`config.mk`:
```
export PLATFORM = sky130hd
export DESIGN_NAME = mmcm_lock_sequencer
export DESIGN_NICKNAME = d
export VERILOG_FILES = /design/src/rtl/mmcm_lock_sequencer.sv
export SDC_FILE = /design/constraint.sdc
export NUM_CORES = 1
export LEC_CHECK = 0
export BUFFER_PORTS_ARGS = -buffer_cell sky130_fd_sc_hd__buf_2
export CAP_MARGIN = 20
export CELL_PAD_IN_SITES_DETAIL_PLACEMENT = 1
export CELL_PAD_IN_SITES_GLOBAL_PLACEMENT = 2
export CORE_ASPECT_RATIO = 1.2
export CORE_MARGIN = 3
export CORE_UTILIZATION = 34
export DETAILED_ROUTE_END_ITERATION = 8
export PLACE_DENSITY_LB_ADDON = 0.1
export SETUP_SLACK_MARGIN = 0.5
export SYNTH_ARGS = -nofsm -noshare
export SYNTH_HDL_FRONTEND = slang
export SYNTH_SLANG_ARGS = --single-unit
```
`constraint.sdc`:
```
create_clock -name clk_in -period 6.43 [get_ports clk_in]
set_clock_uncertainty 0.15 [all_clocks]
set_input_delay 1.286 -clock clk_in [delete_from_list [all_inputs] [get_ports clk_in]]
set_output_delay 1.286 -clock clk_in [all_outputs]
set_load 0.01 [all_outputs]
```
`src/rtl/mmcm_lock_sequencer.sv`:
```
// Power-up, reset and lock supervisor for the front-end MMCM.
// Drives MMCM RST/PWRDWN, qualifies LOCKED, retries failed locks and raises clk_ready once lock is stable.
module mmcm_lock_sequencer #(
    parameter int RST_CYCLES    = 8,
    parameter int LOCK_TIMEOUT  = 12500,
    parameter int STABLE_CYCLES = 1024,
    parameter int MAX_RETRIES   = 3
) (
    input  logic       clk_in,
    input  logic       rst,
    input  logic       enable,
    input  logic       locked,
    output logic       mmcm_rst,
    output logic       mmcm_pwrdwn,
    output logic       clk_ready,
    output logic       fault,
    output logic [3:0] retry_cnt,
    output logic [7:0] lock_loss_cnt,
    output logic [2:0] state
);

    localparam int CNT_MAX_A = (RST_CYCLES > LOCK_TIMEOUT) ? RST_CYCLES : LOCK_TIMEOUT;
    localparam int CNT_MAX   = (CNT_MAX_A > STABLE_CYCLES) ? CNT_MAX_A : STABLE_CYCLES;
    localparam int CNT_W     = (CNT_MAX > 1) ? $clog2(CNT_MAX) : 1;

    localparam logic [CNT_W-1:0] RST_LAST    = CNT_W'(RST_CYCLES - 1);
    localparam logic [CNT_W-1:0] TIMEOUT_LAST = CNT_W'(LOCK_TIMEOUT - 1);
    localparam logic [CNT_W-1:0] STABLE_LAST = CNT_W'(STABLE_CYCLES - 1);
    localparam logic [3:0]       RETRY_MAX   = 4'(MAX_RETRIES);

    typedef enum logic [2:0] {
        S_OFF       = 3'd0,
        S_RESET     = 3'd1,
        S_WAIT_LOCK = 3'd2,
        S_STABLE    = 3'd3,
        S_RUN       = 3'd4,
        S_FAULT     = 3'd5
    } state_t;

    state_t           state_q, state_d;
    logic [CNT_W-1:0] cnt_q, cnt_d;
    logic [3:0]       retry_q, retry_d;
    logic [7:0]       loss_q, loss_d;
    logic             lock_meta_q, locked_s_q;
    logic             mmcm_rst_q, mmcm_rst_d;
    logic             pwrdwn_q, pwrdwn_d;
    logic             ready_q, ready_d;
    logic             fault_q, fault_d;

    // State register, synchroniser and output flops share one edge so outputs never lag the state.
    always_ff @(posedge clk_in) begin
        if (rst) begin
            state_q     <= S_OFF;
            cnt_q       <= '0;
            retry_q     <= '0;
            loss_q      <= '0;
            lock_meta_q <= 1'b0;
            locked_s_q  <= 1'b0;
            mmcm_rst_q  <= 1'b1;
            pwrdwn_q    <= 1'b1;
            ready_q     <= 1'b0;
            fault_q     <= 1'b0;
        end else begin
            state_q     <= state_d;
            cnt_q       <= cnt_d;
            retry_q     <= retry_d;
            loss_q      <= loss_d;
            lock_meta_q <= locked;
            locked_s_q  <= lock_meta_q;
            mmcm_rst_q  <= mmcm_rst_d;
            pwrdwn_q    <= pwrdwn_d;
            ready_q     <= ready_d;
            fault_q     <= fault_d;
        end
    end

    always_comb begin
        state_d = state_q;
        retry_d = retry_q;
        loss_d  = loss_q;
        cnt_d   = cnt_q;
        if (!enable) begin
            state_d = S_OFF;
            retry_d = '0;
        end else begin
            case (state_q)
                S_OFF:   state_d = S_RESET;
                S_RESET: if (cnt_q == RST_LAST) state_d = S_WAIT_LOCK;
                S_WAIT_LOCK: begin
                    // A lock arriving on the timeout cycle takes precedence over the retry.
                    if (locked_s_q) begin
                        state_d = S_STABLE;
                    end else if (cnt_q == TIMEOUT_LAST) begin
                        if (retry_q < RETRY_MAX) begin
                            retry_d = retry_q + 4'd1;
                            state_d = S_RESET;
                        end else begin
                            state_d = S_FAULT;
                        end
                    end
                end
                S_STABLE: begin
                    if (!locked_s_q)                 state_d = S_RESET;
                    else if (cnt_q == STABLE_LAST)   state_d = S_RUN;
                end
                S_RUN: begin
                    if (!locked_s_q) begin
                        state_d = S_RESET;
                        retry_d = '0;
                        if (loss_q != 8'hFF) loss_d = loss_q + 8'd1;
                    end
                end
                S_FAULT: state_d = S_FAULT;
                default: begin
                    state_d = S_OFF;
                    retry_d = '0;
                end
            endcase
        end
        if (state_d != state_q) begin
            cnt_d = '0;
        end else if (state_q == S_RESET || state_q == S_WAIT_LOCK || state_q == S_STABLE) begin
            cnt_d = cnt_q + 1'b1;
        end
    end

    // Outputs are decoded from the next state so they register alongside it.
    always_comb begin
        mmcm_rst_d = 1'b0;
        pwrdwn_d   = 1'b0;
        ready_d    = 1'b0;
        fault_d    = 1'b0;
        case (state_d)
            S_OFF: begin
                mmcm_rst_d = 1'b1;
                pwrdwn_d   = 1'b1;
            end
            S_RESET: mmcm_rst_d = 1'b1;
            S_RUN:   ready_d    = 1'b1;
            S_FAULT: begin
                mmcm_rst_d = 1'b1;
                fault_d    = 1'b1;
            end
            default: begin
                mmcm_rst_d = 1'b0;
            end
        endcase
    end

    assign mmcm_rst      = mmcm_rst_q;
    assign mmcm_pwrdwn   = pwrdwn_q;
    assign clk_ready     = ready_q;
    assign fault         = fault_q;
    assign retry_cnt     = retry_q;
    assign lock_loss_cnt = loss_q;
    assign state         = state_q;

endmodule

```
* After elaboration in Yosys (flattened, before gate mapping) *
Cells that the tools add are included.

operators by class
  multiplexer cells = 18
  $lt $le $gt $ge = 1
  bitwise operators = 3
  reductions and logical operators = 10
  add/subtract/negate cells = 3
  equality and inequality tests = 17

operator list
  cell                                                                      number
  3-bit 2-to-1 mux                                                          8
  3-bit one-hot mux with 6 select lines                                     1
  4-bit 2-to-1 mux                                                          4
  14-bit by 1-bit adder with 14-bit output (second input constant)          1
  14-bit by 10-bit equality test with 1-bit output (second input constant)  1
  14-bit equality test (second input constant)                              1
  14-bit by 3-bit equality test with 1-bit output (second input constant)   1
  3-bit equality test (second input constant)                               4
  4-bit one-hot mux with 3 select lines                                     1
  8-bit by 1-bit adder with 8-bit output (second input constant)            1
  2-bit != test (second input constant)                                     4
  8-bit != test (second input constant)                                     1
  3-bit by 1-bit equality test with 1-bit output (second input constant)    2
  3-bit by 2-bit equality test with 1-bit output (second input constant)    2
  3-bit logical NOT                                                         2
  5-bit AND reduction                                                       1
  4-bit by 1-bit adder with 4-bit output (second input constant)            1
  4-bit by 2-bit < comparator with 1-bit output (second input constant)     1
  1-bit 2-to-1 mux                                                          4
  4-bit AND reduction                                                       1
  2-bit OR reduction                                                        2
  4-bit OR reduction                                                        1
  3-bit != test                                                             1
  1-bit inverter                                                            3
  2 further kinds                                                           3

word-level totals
  register bits = 35
  output and inout port bits = 19

* Logic depth before layout (Yosys ltp) *
  word-level depth = 9
  mapped depth = 7
  depth with buffers taken out = 6

* Least setup slack after synthesis *
OpenSTA, ideal clock, no wires.

  path kind = input to register
  from = in enable
  to = reg cnt_q[10]
  setup slack = 3.684 ns
  cell stages on the path = 6
  buffers on the path = 2
  arrival time = 2.471 ns
  required time = 6.155 ns
  cell sequence = buf_6 nor2b_1 or3b_2 nand4_1 buf_4 nor4_2

between the ends
  word-level cells in the longest chain between the ends = 3

ends and longest elaborated chain
  element                       RTL line  RTL
  start: declaration            11        input logic enable,
  3-bit 2-to-1 mux              82        if (!enable) begin
  3-bit != test                 120       if (state_d != state_q) begin
  2-bit OR reduction (no line)  --
  end signal: assignment        65        cnt_q <= cnt_d;
  end: declaration              41        logic [CNT_W-1:0] cnt_q, cnt_d;

No other way between the ends.
A chain may end at the register's enable or synchronous reset.

* Final worst setup path *
  from = in enable
  to = reg cnt_q[12]

The elaborated chain is that of the path after synthesis.

==> flow_summary.ini <==
[run_status]
outcome = completed

[setup_path]
cp-start-kind = input port
worstPathMaxFanout = 14
cp.arrival_ns = 3.05
end_kind = register
path_class = input port to register
required_ns = 6.40

[grt]
overflow = 0
grtUsageMet2_pct = 25.9
top_usage_layer = met2
grt_pass1_vias = 1636
antenna_found_initial = 0
grt_pass1_wl_um = 7960
grt_use_met1_pct = 20.6
grt_max_degree = 16
met3_usage_pct = 3.12
grtUsageTotal_pct = 15.6

[drt]
drt_first_pass_iters = 4
drc = 0
vias = 1560
drt_iter0_markers = 85
wl_per_cell_um = 16.2
routed_wl_um = 4540
viasPerCell = 5.57
ant_nets = 0

[clocking]
htree_levels = 2
cts_setup_buffers = 0
clockBufferDepth = 2
path_clk_slew_ns = 0.07
clk-insertion-delay-late_ns = 0.28
cts_buffers = 5
ctsResizeCount = 0
cts_sinks = 35
cts_tree = built
cts_root_buffer = clkbuf_8
hold_buffers = 0

[synth]
synth-seq-area-share_pct = 37.8
synth-edff-count = 0
avgSynthCellArea_um2 = 9.23
synth.cell_area_um2 = 1860
synth_area_leaders = dfxtp_1 38%, nor4_2 6.1%, xnor2_1 4.7%
ys_ff_latch = 35
yosysTopAreaCellShare_pct = 37.8
yosys.area.top_type = dfxtp_1
synth.yosys.warnings = 0
synthDistinctLibCells = 49
synth_ff_type = dfxtp_1
syn_nets = 208
synthCells = 201
async_reset_ff_share_pct = 0

[sta]
rsz0062_at_grt = false
setup_viol = 0
min_period_ns = 3.08
relSlewSlack_pct = 38.4
fmax_ghz = 0.325
post-route-period-util_pct = 47.9
whs_ns = 0.297
worst_pin_slew_ns = 0.922
hold_viol_final = 0
tns_ns = 0
slew_viol_final = 0

[placement]
portBuffers = 22
placed_area_um2 = 1970
dpl.hpwl_um = 3400
gp_congestion = 0.863

[finish]
final_area_um2 = 2060
area_delta_synth_final_pct = 11.1
utilization_pct = 40.3
nNetsFinal = 227
num_antenna_cells = 0
drive_gt1_share_pct = 24.1

[floorplan]
core_um2 = 5110
initial_core_util_pct = 36.3
die_w_um = 73.4
fp.dieArea_um2 = 6380
io_pins = 23
die_y_um = 86.9
rows = 28

[flow_run]
cap_violations = 0

[pwr]
vdd_drop_max_v = 0.000114
power.leakage_uw = 0.000751
power.density_nw_per_um2 = 196

[min_path]
hp-class = register to register
==> logic make-up after synthesis <==
family / synth area share, %
buffers and inverters: 4.99
adder cells (fa/ha/maj): 2.02
XOR/XNOR: 8.97
flip-flops: 37.8
AO/OA/AOI/OAI: 7.82
multiplexers: 2.16
AND/OR/NAND/NOR: 36.3
==> cells in the final DEF, fill, tap and decap left out, types with 2 or more instances in the layout <==
cell type / count
nor3b_1: 2
nand3_1: 8
o21ai_0: 2
nand4b_1: 2
xnor2_1: 10
buf_4: 2
and2_1: 3
nand2b_1: 3
nor4_1: 7
buf_2: 22
a21oi_1: 7
or3b_2: 2
ha_1: 3
or2_2: 2
dfxtp_1: 35
mux2i_1: 4
or4_4: 2
nand2_1: 13
xor2_1: 9
nor2_1: 20
or3_1: 3
nand4_1: 11
clkbuf_8: 6
inv_1: 3
and3_1: 3
nor2b_1: 4
nor4_2: 9
nor3_1: 3
==> power by group <==
part | switching, µW | total, µW | internal, µW
Clock | 74.5 | 158 | 84.0
Sequential | 2.43 | 221 | 219
Combinational | 16.5 | 24.3 | 7.81
==> critical path, stage by stage <==
cell     delay, ns
buf_2         0.16
nor2b_1       0.26
or3b_2        0.49
nand4_1       0.69
nor4_1        0.16
==> cells in the mapped netlist (3+ instances only) <==
cell type and number:
ha_1 3, nor4_1 7, nor2_1 20, nor4_2 9, buf_6 3, buf_4 3, a21oi_1 7, and3_1 3
xnor2_1 10, mux2i_1 4, or3_1 3, nor2b_1 4, nor3_1 3, nand3_1 8, inv_1 3, nand2_1 13
xor2_1 9, dfxtp_1 35, nand4_1 11, nand2b_1 3, and2_1 3, clkbuf_1 4
==> cell type report <==
class                      instances  area, µm²
clock buffer                       6       82.6
clock inverter                     1       5.00
fill                             620       3050
inverter                           3       11.3
multi-input combinational        151       1060
sequential                        35        701
tap                               60       75.1
timing repair buffer              24        125
==> path summary, 6_finish.rpt <==
path | slack, ns | cells past startpoint | end | from
max reg2reg | 3.36 | 5 | cnt_q[12] | cnt_q[3]
min reg2reg | 0.30 | 1 | locked_s_q | lock_meta_q
max | 3.35 | 5 | cnt_q[12] | enable
min | 0.30 | 1 | locked_s_q | lock_meta_q
==> registers in the layout, indices dropped and copies added, names as in the netlist <==
name           cells
mmcm_pwrdwn        1
lock_meta_q        1
mmcm_rst           1
cnt_q             14
state              3
retry_cnt          4
clk_ready          1
lock_loss_cnt      8
locked_s_q         1
fault              1
==> per-layer routing <==
metal,up-vias,wire length (µm)
li1,772,-
met1,747,2040
met2,37,2300
met3,4,147
met4,0,42
met5,-,0
==> metrics by stage <==
| step | power, µW | worst slack, ns | instances |
|---|---|---|---|
| finish | 404 | 3.35 | 280 |
| global route | 428 | 3.20 | 280 |
| CTS | 410 | 3.33 | 280 |
| detailed placement | 250 | 3.06 | 273 |
| global placement | 250 | 3.21 | 273 |
| floorplan | 245 | 3.68 | 201 |
Note: power is estimated with default switching activity, not from simulation.
